$ cat src/rtl/loader_pkg.sv
// loader_pkg
// Shared definitions for the program_loader byte-stream boot loader:
// FSM state encoding, host command bytes and the frame checksum width.
// No ports; imported with "import loader_pkg::*".
package loader_pkg;

   // FSM state encoding. Kept as plain 4-bit constants so the encoding stays
   // visible in waveforms and matches older tooling that decodes it.
   typedef logic [3:0] loader_state_t;

   localparam loader_state_t S_IDLE    = 4'd0;
   localparam loader_state_t S_ADDR_LO = 4'd1;
   localparam loader_state_t S_ADDR_HI = 4'd2;
   localparam loader_state_t S_CNT_LO  = 4'd3;
   localparam loader_state_t S_CNT_HI  = 4'd4;
   localparam loader_state_t S_DATA    = 4'd5;
   localparam loader_state_t S_CSUM    = 4'd6;
   localparam loader_state_t S_RUN     = 4'd7;
   localparam loader_state_t S_ERROR   = 4'd8;

   // Host command bytes (ASCII 'P', 'D', 'G', 'H').
   localparam logic [7:0] CMD_PM   = 8'h50;
   localparam logic [7:0] CMD_DM   = 8'h44;
   localparam logic [7:0] CMD_GO   = 8'h47;
   localparam logic [7:0] CMD_HALT = 8'h48;

   // Frame checksum is a running XOR over whole bytes.
   localparam int CSUM_W = 8;

endpackage

$ cat src/rtl/program_loader_word_assembler.sv
// word_assembler
// Collects four host bytes, least significant first, into one 32-bit word.
// The first three bytes are held in a shift store; the fourth byte is passed
// straight through so the completed word is available in the same cycle the
// last byte is accepted (word_done high for exactly that cycle).
//
// Ports:
//   clk        in   clock, rising edge
//   rst        in   synchronous active-high reset; drops any partial word
//   byte_valid in   a byte belonging to a data word is being accepted
//   byte_in    in   that byte
//   word       out  assembled word (valid while word_done is high)
//   word_done  out  the fourth byte of a word is being accepted this cycle
module word_assembler (
   input  logic        clk,
   input  logic        rst,
   input  logic        byte_valid,
   input  logic [7:0]  byte_in,
   output logic [31:0] word,
   output logic        word_done
);

   logic [1:0]  byte_idx;
   logic [23:0] low_bytes;

   always_ff @(posedge clk) begin
      if (rst) begin
         byte_idx  <= 2'd0;
         low_bytes <= 24'd0;
      end else if (byte_valid) begin
         // Index wraps 3 -> 0 on its own, so the next word starts clean.
         byte_idx <= byte_idx + 2'd1;
         case (byte_idx)
            2'd0:    low_bytes[7:0]   <= byte_in;
            2'd1:    low_bytes[15:8]  <= byte_in;
            2'd2:    low_bytes[23:16] <= byte_in;
            default: ;
         endcase
      end
   end

   assign word_done = byte_valid && (byte_idx == 2'd3);
   assign word      = {byte_in, low_bytes};

endmodule

$ cat src/rtl/program_loader.sv
// program_loader
// Boot loader in front of the single-cycle CPU. Parses framed commands from a
// host byte channel, writes little-endian 32-bit words into program or data
// memory through the CPU top's load ports, and controls the CPU reset.
//
// Frame: cmd, addr_lo, addr_hi, cnt_lo, cnt_hi, cnt x 4 data bytes (LSB
// first). addr/cnt are in words. Commands: 0x50 PM load, 0x44 DM load,
// 0x47 run CPU, 0x48 halt CPU.
//
// Optional feature: define LOADER_CHECKSUM_EN to require one trailing XOR
// checksum byte on every PM/DM frame (XOR of cmd through last data byte).
//
// Ports:
//   clk                    in   clock, rising edge
//   rst                    in   synchronous active-high reset
//   in_valid / in_data     in   host byte channel
//   in_ready               out  always 1 (no back-pressure)
//   pm_write_en            out  one-cycle PM write strobe
//   pm_write_address       out  PM byte address (word index << 2)
//   pm_data_in             out  PM write data
//   dm_write_en            out  one-cycle DM write strobe
//   dm_write_address_load  out  DM word index
//   dm_data_in_load        out  DM write data
//   cpu_rstn               out  active-low CPU reset, high only while running
//   busy                   out  a frame is being received
//   error                  out  sticky error, cleared only by rst
module program_loader
   import loader_pkg::*;
#(
   parameter int BITS     = 32,
   parameter int PM_DEPTH = 256,
   parameter int DM_DEPTH = 256
) (
   input  logic                          clk,
   input  logic                          rst,
   input  logic                          in_valid,
   input  logic [7:0]                    in_data,
   output logic                          in_ready,
   output logic                          pm_write_en,
   output logic [$clog2(PM_DEPTH)+1:0]   pm_write_address,
   output logic [BITS-1:0]               pm_data_in,
   output logic                          dm_write_en,
   output logic [$clog2(DM_DEPTH)-1:0]   dm_write_address_load,
   output logic [BITS-1:0]               dm_data_in_load,
   output logic                          cpu_rstn,
   output logic                          busy,
   output logic                          error
);

   localparam int PM_AW = $clog2(PM_DEPTH);
   localparam int DM_AW = $clog2(DM_DEPTH);

   // Where a PM/DM frame goes once its last data word has been accepted.
`ifdef LOADER_CHECKSUM_EN
   localparam loader_state_t S_FRAME_END = S_CSUM;
`else
   localparam loader_state_t S_FRAME_END = S_IDLE;
`endif

   loader_state_t       state;
   logic                target_dm;
   logic [15:0]         addr;
   logic [15:0]         cnt;
   logic [CSUM_W-1:0]   csum;

   logic [31:0]         word;
   logic                word_done;

   logic [15:0]         cnt_full;
   logic [16:0]         end_addr;
   logic [16:0]         depth;
   logic                range_bad;

   assign in_ready = 1'b1;

   word_assembler u_word_assembler (
      .clk        (clk),
      .rst        (rst),
      .byte_valid (in_valid && (state == S_DATA)),
      .byte_in    (in_data),
      .word       (word),
      .word_done  (word_done)
   );

   // Header range check, evaluated while cnt_hi is on the bus. 17-bit sum so
   // addr + cnt can never wrap back into range.
   assign cnt_full  = {in_data, cnt[7:0]};
   assign end_addr  = {1'b0, addr} + {1'b0, cnt_full};
   assign depth     = target_dm ? 17'(DM_DEPTH) : 17'(PM_DEPTH);
   assign range_bad = end_addr > depth;

   always_ff @(posedge clk) begin
      if (rst) begin
         state                 <= S_IDLE;
         target_dm             <= 1'b0;
         addr                  <= 16'd0;
         cnt                   <= 16'd0;
         csum                  <= '0;
         error                 <= 1'b0;
         pm_write_en           <= 1'b0;
         pm_write_address      <= '0;
         pm_data_in            <= '0;
         dm_write_en           <= 1'b0;
         dm_write_address_load <= '0;
         dm_data_in_load       <= '0;
      end else begin
         // Write stage: register address/data with the strobe, one cycle
         // after the fourth byte of a word.
         pm_write_en <= 1'b0;
         dm_write_en <= 1'b0;
         if (word_done) begin
            if (target_dm) begin
               dm_write_en           <= 1'b1;
               dm_write_address_load <= addr[DM_AW-1:0];
               dm_data_in_load       <= BITS'(word);
            end else begin
               pm_write_en      <= 1'b1;
               pm_write_address <= {addr[PM_AW-1:0], 2'b00};
               pm_data_in       <= BITS'(word);
            end
         end

         // Byte parse stage.
         if (in_valid) begin
            // Running XOR; reseeded with the command byte in IDLE below.
            csum <= csum ^ in_data;
            case (state)
               S_IDLE: begin
                  case (in_data)
                     CMD_PM: begin
                        target_dm <= 1'b0;
                        csum      <= in_data;
                        state     <= S_ADDR_LO;
                     end
                     CMD_DM: begin
                        target_dm <= 1'b1;
                        csum      <= in_data;
                        state     <= S_ADDR_LO;
                     end
                     CMD_GO:   state <= S_RUN;
                     CMD_HALT: state <= S_IDLE;
                     default: begin
                        error <= 1'b1;
                        state <= S_ERROR;
                     end
                  endcase
               end
               S_ADDR_LO: begin
                  addr[7:0] <= in_data;
                  state     <= S_ADDR_HI;
               end
               S_ADDR_HI: begin
                  addr[15:8] <= in_data;
                  state      <= S_CNT_LO;
               end
               S_CNT_LO: begin
                  cnt[7:0] <= in_data;
                  state    <= S_CNT_HI;
               end
               S_CNT_HI: begin
                  cnt <= cnt_full;
                  if (range_bad) begin
                     error <= 1'b1;
                     state <= S_ERROR;
                  end else if (cnt_full == 16'd0) begin
                     state <= S_FRAME_END;
                  end else begin
                     state <= S_DATA;
                  end
               end
               S_DATA: begin
                  if (word_done) begin
                     cnt  <= cnt - 16'd1;
                     addr <= addr + 16'd1;
                     if (cnt == 16'd1) begin
                        state <= S_FRAME_END;
                     end
                  end
               end
`ifdef LOADER_CHECKSUM_EN
               S_CSUM: begin
                  // Compare against the XOR of everything before this byte.
                  if (in_data == csum) begin
                     state <= S_IDLE;
                  end else begin
                     error <= 1'b1;
                     state <= S_ERROR;
                  end
               end
`endif
               S_RUN: begin
                  if (in_data == CMD_HALT) begin
                     state <= S_IDLE;
                  end
               end
               S_ERROR: state <= S_ERROR;
               default: state <= S_IDLE;
            endcase
         end
      end
   end

   assign cpu_rstn = (state == S_RUN);
   assign busy     = (state != S_IDLE) && (state != S_RUN) && (state != S_ERROR);

endmodule

$ cat config.mk
export PLATFORM = sky130hd
export DESIGN_NAME = program_loader
export DESIGN_NICKNAME = d
export VERILOG_FILES = /design/src/rtl/loader_pkg.sv /design/src/rtl/program_loader_word_assembler.sv /design/src/rtl/program_loader.sv
export SDC_FILE = /design/constraint.sdc
export NUM_CORES = 1
export LEC_CHECK = 0
export ABC_CLOCK_PERIOD_IN_PS = 6910
export CORE_UTILIZATION = 40
export CTS_CLUSTER_DIAMETER = 50
export CTS_CLUSTER_SIZE = 16
export DETAILED_ROUTE_END_ITERATION = 6
export SLEW_MARGIN = 20
export SYNTH_ARGS = -nofsm -noshare
export SYNTH_HDL_FRONTEND = slang
export SYNTH_HIERARCHICAL = 1
export SYNTH_SLANG_ARGS = --single-unit
$ cat constraint.sdc
create_clock -name clk -period 6.91 [get_ports clk]
set_input_delay 1.0365 -clock clk [delete_from_list [all_inputs] [get_ports clk]]
set_output_delay 1.0365 -clock clk [all_outputs]
set_load 0.05 [all_outputs]
==> metrics.txt, run 1 <==
Layout Nets approximately 1.0k; Clock Tree Buf Depth 2; status complete, no violations; Top Usage Layer GRT met2; TritonCTS clock tree done; Die ar. between 15000 and 20000 µm²; Reg2Reg Depth 7; PortBufs 95; post-synthesis cell count about 910; critical path endpoint category flip-flop; CTS H-tree depth 4; distinct cell type count after synthesis 78; Final Cycle Share 0.547; CTS root buf clkbuf_16; reg2reg end pm_data_in[31]; Leak roughly 3.2 nW; Via-to-Cell Ratio roughly 5.4; asr flop ratio synth 0; Yosys reg bits 146; Area Growth Syn to Fin 22.0%; number of flops mapped to enable cells by yosys 0; Antenna diodes 0; drt total wl 19.8 mm; Synth top area share 0.405; worst hold slack ~0.45 ns; DR vias 6511; HPWL after DPL approximately 14 mm; Hold EP pm_data_in[20]; Clock Latency Late Sink 0.42 ns; Slew HR 0.332; met2 global-route usage 0.363; gp weighted congestion roughly 0.86; reg-to-reg startpoint state[0]; Starting Density 0.413; top cells by count, synth 212 x nand2_1, 146 x dfxtp_1, 106 x a21oi_1; first-pass detailed-route iteration total 5; Post-CTS Setup Inserts 0; register area share after synthesis 0.405; core region area 17500 µm²; pwr dens around 210 nW/µm²; synth top area cells dfxtp_1 40%, nand2_1 11%, a21oi_1 7.3%; max-slew violation count 0; Reg2Reg Setup Slack about 3.8 ns; setup_tns 0 ns; dpl ws ~2.7 ns; met1 Resource Use GR 0.285; Worst Path Arrival between 4 and 5 ns; min Tclk post-route 3.78 ns; maximum clock rate around 0.26 GHz; largest net degree at the start of global routing just over 100; min-delay worst type reg -> reg; WL/cell 16.4 µm; worst-margin pin slew around 1 ns; first-pass GRT wire length about 32 mm; startpoint types input port; DRT antenna net count 0; Max-Cap Viols 0; CP Max Fanout 10; I/O pin total between 90 and 100; PostCTS Resize Cnt 0; Ys Warns 6; cell with the most instances after synthesis nand2_1; total CTS buffers 17; Die X ~140 µm; GRT Residual Overflow 0; Main synth FF type dfxtp_1; vias in the first global route 6003; hold_sp pm_data_in[20]; total global routing track utilization 0.221; DRC viols 0; Fin. Hold Viols 0; share of layout cells above drive strength 1 0.0600; Post-DP Area about 8200 µm²; CTS Sinks 146; Synth area leader dfxtp_1; Critical Path RT roughly 7.2 ns; hold depth 2; worst IR drop on VDD roughly 170 µV; Cell Area, Synth 7230 µm²; RSZ-0062 raised after global routing false; CTS clk-pin slew, worst paths around 0.06 ns; critical path class in -> reg; Die Y-Extent roughly 140 µm; synthesized area per cell 7.93 µm²; FP Rows 48; cts hold-fix bufs 0; initial antenna violation count 0; routing usage on met3 0.0406; skew final 0.0109 ns; post-route cell area approximately 8800 µm²; Final WS setup roughly 3.1 ns; DR iter-0 viols 416; final setup vio count 0
-- critical path, cell delays in order --
cell and delay (ns):
clkdlybuf4s50_1 0.68, ha_1 0.52, a21o_2 0.23, a311o_1 0.32, o211ai_2 0.11, a31oi_1 0.13, or3_1 0.33, a211oi_2 0.25
nor3b_2 0.29, o221ai_1 0.15
-- metrics by stage --
stage | util | std cells | total power (W)
after floorplan | - | 912 | 0.000916
after global placement | 0.470 | 1176 | 0.000940
after detailed placement | 0.470 | 1176 | 0.000940
after CTS | 0.504 | 1208 | 0.00187
after global routing | 0.505 | 1208 | 0.00192
final | 0.505 | 1208 | 0.00185
-- where the power goes --
group	internal, W	total, W	leakage (nW)	switching [W]
combinational	0.0000242	0.0000762	1.75	0.0000521
sequential	0.000843	0.000845	1.18	0.00000251
clock	0.000530	0.000933	0.289	0.000403
-- worst max path at each step --
stage               startpoint     to  slack [ns]  depth (start not counted)
finish              in_data[0]  error        3.13                         10
global route        in_data[0]  error        2.99                         10
CTS                 in_data[0]  error        3.16                         10
detailed placement  in_data[0]  error        2.72                         10
global placement    in_data[0]  error        2.77                         10
floorplan           in_data[0]  error        3.80                          9
-- cells in the final DEF, fill, tap and decap left out, types with 3 or more instances in the layout --
| master | netlist | final |
|---|---|---|
| nor3_1 | 12 | 12 |
| inv_8 | 0 | 3 |
| o31ai_1 | 6 | 6 |
| dfxtp_1 | 146 | 146 |
| o22ai_1 | 6 | 6 |
| clkdlybuf4s50_1 | 0 | 94 |
| nand3_1 | 11 | 11 |
| o21ai_0 | 28 | 28 |
| inv_1 | 12 | 12 |
| a21boi_0 | 3 | 3 |
| a22oi_1 | 15 | 15 |
| nor3b_1 | 5 | 5 |
| a41o_1 | 3 | 3 |
| o2111ai_1 | 5 | 5 |
| a21o_1 | 8 | 8 |
| nor2_1 | 55 | 55 |
| ha_1 | 23 | 23 |
| nand2_1 | 212 | 212 |
| and3_1 | 12 | 12 |
| buf_4 | 11 | 10 |
| conb_1 | 2 | 3 |
| and2_1 | 6 | 6 |
| mux2i_1 | 28 | 28 |
| a311oi_1 | 3 | 3 |
| nor4_1 | 4 | 4 |
| nand3b_1 | 3 | 3 |
| o21ai_1 | 8 | 8 |
| a31oi_1 | 9 | 9 |
| o41ai_1 | 3 | 3 |
| clkbuf_16 | 0 | 17 |
| xor2_1 | 3 | 3 |
| o211ai_1 | 3 | 3 |
| inv_6 | 0 | 4 |
| nand4b_1 | 3 | 3 |
| a21oi_1 | 106 | 105 |
| or4_1 | 3 | 3 |
| a211oi_1 | 12 | 12 |
| nor2b_1 | 5 | 4 |
| nand2b_1 | 36 | 36 |
-- final cells by class --
type	count	area [µm²]
Fill cell	1731	8660
Multi-Input combinational cell	687	3950
Sequential cell	146	2920
Timing Repair Buffer	104	1020
Clock buffer	19	453
Tap cell	225	282
Clock inverter	13	144
Inverter	14	52.6
-- cells by family (layout without fill, tap and decap cells) --
logic type                 after synthesis  count (layout)  share of synthesized area
xor gates and xnor gates                 4               4                    0.00485
adders and majority gates               24              24                     0.0426
DFF                                    146             146                      0.405
other                                    2               3                    0.00104
AOI/OAI and AO/OA                      246             246                      0.215
muxes                                   28              28                     0.0388
buffers and inverters                   79             150                     0.0504
and+or+nand+nor                        382             382                      0.243
-- routing by layer --
| layer | up-vias | wire length, µm |
|---|---|---|
| met1 | 3025 | 9230 |
| li1 | 3305 | - |
| met5 | - | 0 |
| met3 | 28 | 728 |
| met2 | 153 | 9380 |
| met4 | 0 | 474 |
-- flip-flops by register name, indices dropped and copies added (netlist names), 2 cells and up --
| signal | count |
|---|---|
| dm_data_in_load | 32 |
| pm_data_in | 32 |
| u_word_assembler/low_bytes | 24 |
| addr | 16 |
| cnt | 16 |
| dm_write_address_load | 8 |
| pm_write_address | 8 |
| state | 4 |
| u_word_assembler/byte_idx | 2 |
(Power assumes the default switching activity.)
==> run 2: changes to the inputs <==
--- a/config.mk
+++ b/config.mk
@@ -5,7 +5,7 @@
 export SDC_FILE = /design/constraint.sdc
 export NUM_CORES = 1
 export LEC_CHECK = 0
-export ABC_CLOCK_PERIOD_IN_PS = 6910
+export ABC_CLOCK_PERIOD_IN_PS = 3600
 export CORE_UTILIZATION = 40
 export CTS_CLUSTER_DIAMETER = 50
 export CTS_CLUSTER_SIZE = 16
==> constraint.sdc (replaced) <==
create_clock -name clk -period 3.6 [get_ports clk]
set_input_delay 0.54 -clock clk [delete_from_list [all_inputs] [get_ports clk]]
set_output_delay 0.54 -clock clk [all_outputs]
set_load 0.05 [all_outputs]
==> run 2 against run 1 <==
  * Via count increased by 2.0%
  * Global-route usage grew 1.2 points
  * Clock skew decreased by 0.0021 ns
  * Total power up 99%
  * Worst setup slack got worse by 2.5 ns
  * Count of clock-buffer cells in the layout rose by 1
  * First-iteration DRC count increased by 25%
==> metrics.txt, run 2 (synthesis gave the netlist of run 1 again) <==
Sequential Area about 2900 µm²; setup_tns 0 ns; Antenna diodes 0; CP top delay family simple AND/OR/NAND/NOR gates; reg2reg end state[1]; PortBufs 95; commonest non-fill, non-tap cell in the layout nand2_1; Critical Path RT slightly below 4 ns; Fin. Hold Viols 0; initial antenna violation count 0; Clock Tree Buf Depth 2; WP depth 9; DRC viols 0; largest net degree at the start of global routing 84; worst IR drop on VDD roughly 360 µV; critical path endpoint category flip-flop; Layout Utilization 0.516; min-delay worst type reg -> reg; CP Max Fanout 9; Final Cycle Share 0.831; most frequent cells in the layout 212 x nand2_1, 146 x dfxtp_1, 106 x a21oi_1, 94 x clkdlybuf4s50_1, 55 x nor2_1; DRT antenna net count 0; Slowest-stage cell, CP or4_1; Switching Fraction 0.227; pwr dens just over 400 nW/µm²; TritonCTS clock tree done; Die X roughly 140 µm; Die ar. roughly 19000 µm²; Layout Nets between 1k and 1.5k; combinational group share of total power 0.044; Max-Cap Viols 0; Reg2Reg Setup Slack approximately 0.6 ns; dpl ws around 0.23 ns; critical path class reg -> reg; Psw 0.000840 W; total CTS buffers 17; skew final 0.00878 ns; min Tclk post-route around 3 ns; worst path cell trace inv_2, nor2_1, and3_1, and2_2, nand3_1, nor3_1, o221ai_1, or4_1, a21oi_1; first-pass detailed-route iteration total 5; Setup crit start state[2]; PostCTS Resize Cnt 0; cts hold-fix bufs 0; DR vias around 6.6k; worst-margin pin slew 0.780 ns; status complete, no violations; CTS H-tree depth 4; GRT Residual Overflow 0; startpoint types flip-flop; WL/cell between 15 and 20 µm; sequential share of power 0.439; Final WS setup 0.610 ns; PnR Total Power around 0.0037 W; share of layout cells above drive strength 1 0.0776; reg-to-reg startpoint state[2]; I/O pin total ~100; critical path's largest stage delay ~0.53 ns; vias in the first global route 6065; CTS clk-pin slew, worst paths about 0.070 ns; Starting Density 0.413; max-slew violation count 0; fill cell count 1720; maximum clock rate around 0.33 GHz; Via-to-Cell Ratio 5.40; largest registers dm_data_in_load: 32 flops, pm_data_in: 32 flops, u_word_assembler/low_bytes: 24 flops; drt total wl approximately 21 mm; Critical Path End state[1]; Worst Path Buf+Inv 1; FP Rows 48; area of the multi-input gates approximately 4000 µm²; Slew HR 0.480; total global routing track utilization 0.232; CTS Sinks 146; clock power share 0.517; first-pass GRT wire length around 33 mm; Die Y-Extent 136 µm; P_int 0.00286 W; RSZ-0062 raised after global routing false; Clock Latency Late Sink 0.43 ns; gp weighted congestion around 0.9; Post-CTS Setup Inserts 0; final setup vio count 0; Leak ~3.3 nW; HPWL after DPL approximately 15 mm; DR iter-0 viols ~520; CTS root buf clkbuf_16; core region area ~17000 µm²; Worst Path Arrival between 3 and 4 ns; Reg2Reg Depth 9; Area Growth Syn to Fin 24.8%
## run 2: cell count changes in the layout (fill, tap and decap cells not counted), moves of 2 or more
cell / delta
clkbuf_1: +2
inv_8: -3
buf_4: +23
bufinv_16: +3
## run 2: through the flow
step / area (µm²) / cells / hold slack [ns]
after floorplan: 7230 / 912 / 0.446
after global placement: 8390 / 1199 / 0.442
after detailed placement: 8390 / 1199 / 0.447
after CTS: 9010 / 1230 / 0.455
after global routing: 9010 / 1230 / 0.472
final: 9010 / 1230 / 0.453
## run 2: layer usage
layer / up-vias / global-route usage / wire length, µm
li1: 3342 / - / -
met1: 3104 / 0.302 / 9660
met2: 171 / 0.387 / 10000
met3: 26 / 0.0403 / 965
met4: 0 / 0.0778 / 343
met5: - / 0 / 0
## run 2: area by class of cell
| type | count | share of cell area |
|---|---|---|
| clock buffers | 20 | 0.0495 |
| repair buffers | 127 | 0.132 |
| inverters | 14 | 0.00583 |
| clock inverters | 11 | 0.0197 |
| multi-input cells | 687 | 0.438 |
| flip-flops and latches | 146 | 0.324 |
| well taps | 225 | 0.0312 |
## run 2: how the worst min path moves through the flow
stage / from / to / slack, ns / depth (start not counted)
floorplan: u_word_assembler/low_bytes[0] / pm_data_in[0] / 0.45 / 2
global placement: pm_data_in[3] / pm_data_in[3] / 0.44 / 2
detailed placement: dm_data_in_load[11] / dm_data_in_load[11] / 0.45 / 2
CTS: dm_data_in_load[11] / dm_data_in_load[11] / 0.45 / 2
global route: dm_data_in_load[30] / dm_data_in_load[30] / 0.47 / 2
finish: dm_data_in_load[29] / dm_data_in_load[29] / 0.45 / 2
## run 2: worst min-delay path: cells and delay by family (launching register included)
| family | cells | cell delay [ns] |
|---|---|---|
| flip-flops | 1 | 0.31 |
| AND/OR/NAND/NOR | 1 | 0.05 |
| AO/OA/AOI/OAI | 1 | 0.05 |
## run 2: power by group through the flow
stage / sequential [W] / combinational [W] / clock, W
2_1_floorplan: 0.00166 / 0.0000961 / 0
3_5_place_dp: 0.00166 / 0.000161 / 0
3_3_place_gp: 0.00166 / 0.000161 / 0
4_1_cts: 0.00162 / 0.000161 / 0.00193
6_report: 0.00162 / 0.000161 / 0.00191
5_1_grt: 0.00162 / 0.000174 / 0.00200
==> run 3: changes to the inputs <==
--- a/config.mk
+++ b/config.mk
@@ -5,7 +5,7 @@
 export SDC_FILE = /design/constraint.sdc
 export NUM_CORES = 1
 export LEC_CHECK = 0
-export ABC_CLOCK_PERIOD_IN_PS = 3600
+export ABC_CLOCK_PERIOD_IN_PS = 2910
 export CORE_UTILIZATION = 40
 export CTS_CLUSTER_DIAMETER = 50
 export CTS_CLUSTER_SIZE = 16
==> constraint.sdc (replaced) <==
create_clock -name clk -period 2.91 [get_ports clk]
set_input_delay 0.4365 -clock clk [delete_from_list [all_inputs] [get_ports clk]]
set_output_delay 0.4365 -clock clk [all_outputs]
set_load 0.05 [all_outputs]
==> run 3 against run 2 <==
  * Total power up 19%
  * Routed wire length fell by 0.71%
  * Combinational power up 30%
  * Register-to-register slack worse by 0.41 ns
  * Critical path type is now reg -> out
  * Largest cell class unchanged
  * Highest routed layer unchanged
==> metrics.txt, run 3 (synthesis gave the netlist of run 1 again) <==
status complete, no violations; min Tclk post-route around 2.7 ns; P_int approximately 0.0034 W; combinational group share of total power 0.047; Via-to-Cell Ratio 5.41; vias in the first global route about 6.3k; TritonCTS clock tree done; Critical Path RT roughly 2.5 ns; WL/cell between 15 and 20 µm; CTS clk-pin slew, worst paths approximately 0.060 ns; Sequential Area slightly below 3000 µm²; hold_sp pm_data_in[20]; Reg2Reg Setup Slack around 0.20 ns; RSZ-0062 raised after global routing false; fill cell count roughly 1.7k; Area Growth Syn to Fin 27.4%; worst-margin pin slew roughly 0.71 ns; first-pass GRT wire length ~33 mm; initial antenna violation count 0; Die Y-Extent about 140 µm; Slew HR 0.527; CTS H-tree depth 4; reg-to-reg startpoint addr[0]; sequential share of power 0.457; Leak about 3.5 nW; DR iter-0 viols between 400 and 500; Clock Latency Late Sink about 0.43 ns; area of the multi-input gates between 3000 and 4000 µm²; total global routing track utilization 0.234; DR vias approximately 6.8k; Antenna diodes 0; Psw between 0.001 and 0.0015 W; drt total wl roughly 21 mm; Die ar. ~19000 µm²; Final Cycle Share 0.942; placed cell count ~1.2k; Worst Path Arrival between 2 and 2.5 ns; largest net degree at the start of global routing 73; core region area ~17000 µm²; Layout Nets about 1.1k; skew final roughly 0.0087 ns; share of layout cells above drive strength 1 0.106; final setup vio count 0; commonest non-fill, non-tap cell in the layout nand2_1; HPWL after DPL approximately 15 mm; most frequent cells in the layout 212 x nand2_1, 146 x dfxtp_1, 106 x a21oi_1, 94 x clkdlybuf4s50_1, 56 x buf_4; critical path endpoint category primary output; CTS Sinks between 100 and 150; largest registers dm_data_in_load: 32 flops, pm_data_in: 32 flops, u_word_assembler/low_bytes: 24 flops; pwr dens ~480 nW/µm²; startpoint types flip-flop; min-delay worst type reg -> reg; CTS root buf clkbuf_16; DRC viols 0; I/O pin total roughly 100; Post-CTS Setup Inserts 0; DRT antenna net count 0; max-slew violation count 0; Non-Filler Instances roughly 1.3k; Die X about 140 µm; PostCTS Resize Cnt 0; Final WS setup 0.169 ns; clock power share 0.496; Fin. Hold Viols 0; GRT Residual Overflow 0; Clock Tree Buf Depth 2; FP Rows between 40 and 50; Setup crit start state[3]; gp weighted congestion 0.882; Layout Utilization 0.527; cts hold-fix bufs 0; Max-Cap Viols 0; dpl ws -0.152 ns; CP Max Fanout 8; total CTS buffers 17; Switching Fraction 0.229; PortBufs 95; worst IR drop on VDD approximately 340 µV; Starting Density 0.413; first-pass detailed-route iteration total 5; maximum clock rate ~0.36 GHz; critical path class reg -> out
[run 3: critical path: stages (launching register included)]
cell             delay (ns)
dfxtp_1                0.48
nor2b_1                0.11
buf_4                  0.17
nand3_1                0.11
inv_1                  0.07
nor2_1                 0.10
clkdlybuf4s50_1        0.85
[run 3: metal layers]
layer  vias to the layer above  track usage  wire, µm
met5                         -            0         0
met4                         0       0.0852       510
met3                        27       0.0388       764
met2                       158        0.388      9940
met1                      3207        0.305      9660
li1                       3397            -         -
[run 3: final timing paths]
kind | end | cells past startpoint
setup / recovery | busy | 6
hold / removal | pm_data_in[20] | 2
setup reg to reg | error | 9
hold reg to reg | pm_data_in[20] | 2
[run 3: layout make-up]
cell class,instances,share of cell area
clock inverters,11,0.0139
well taps,225,0.0306
flip-flops and latches,146,0.317
multi-input cells,687,0.432
clock buffers,21,0.0500
inverters,14,0.00571
repair buffers,151,0.150
[run 3: per-stage QoR]
step	total power [W]	hold WS, ns	instance area (µm²)	setup TNS, ns
after floorplan	0.00218	0.446	7230	0
after global placement	0.00226	0.441	8580	-0.297
after detailed placement	0.00226	0.447	8580	-0.395
after CTS	0.00443	0.455	9170	0
after global routing	0.00453	0.470	9210	0
final	0.00440	0.453	9210	0
[run 3: power by group through the flow]
stage | clock network, W | logic [W] | registers, W
2_1_floorplan | 0 | 0.000119 | 0.00206
3_3_place_gp | 0 | 0.000207 | 0.00205
3_5_place_dp | 0 | 0.000206 | 0.00205
4_1_cts | 0.00221 | 0.000207 | 0.00201
5_1_grt | 0.00230 | 0.000224 | 0.00201
6_report | 0.00218 | 0.000209 | 0.00201
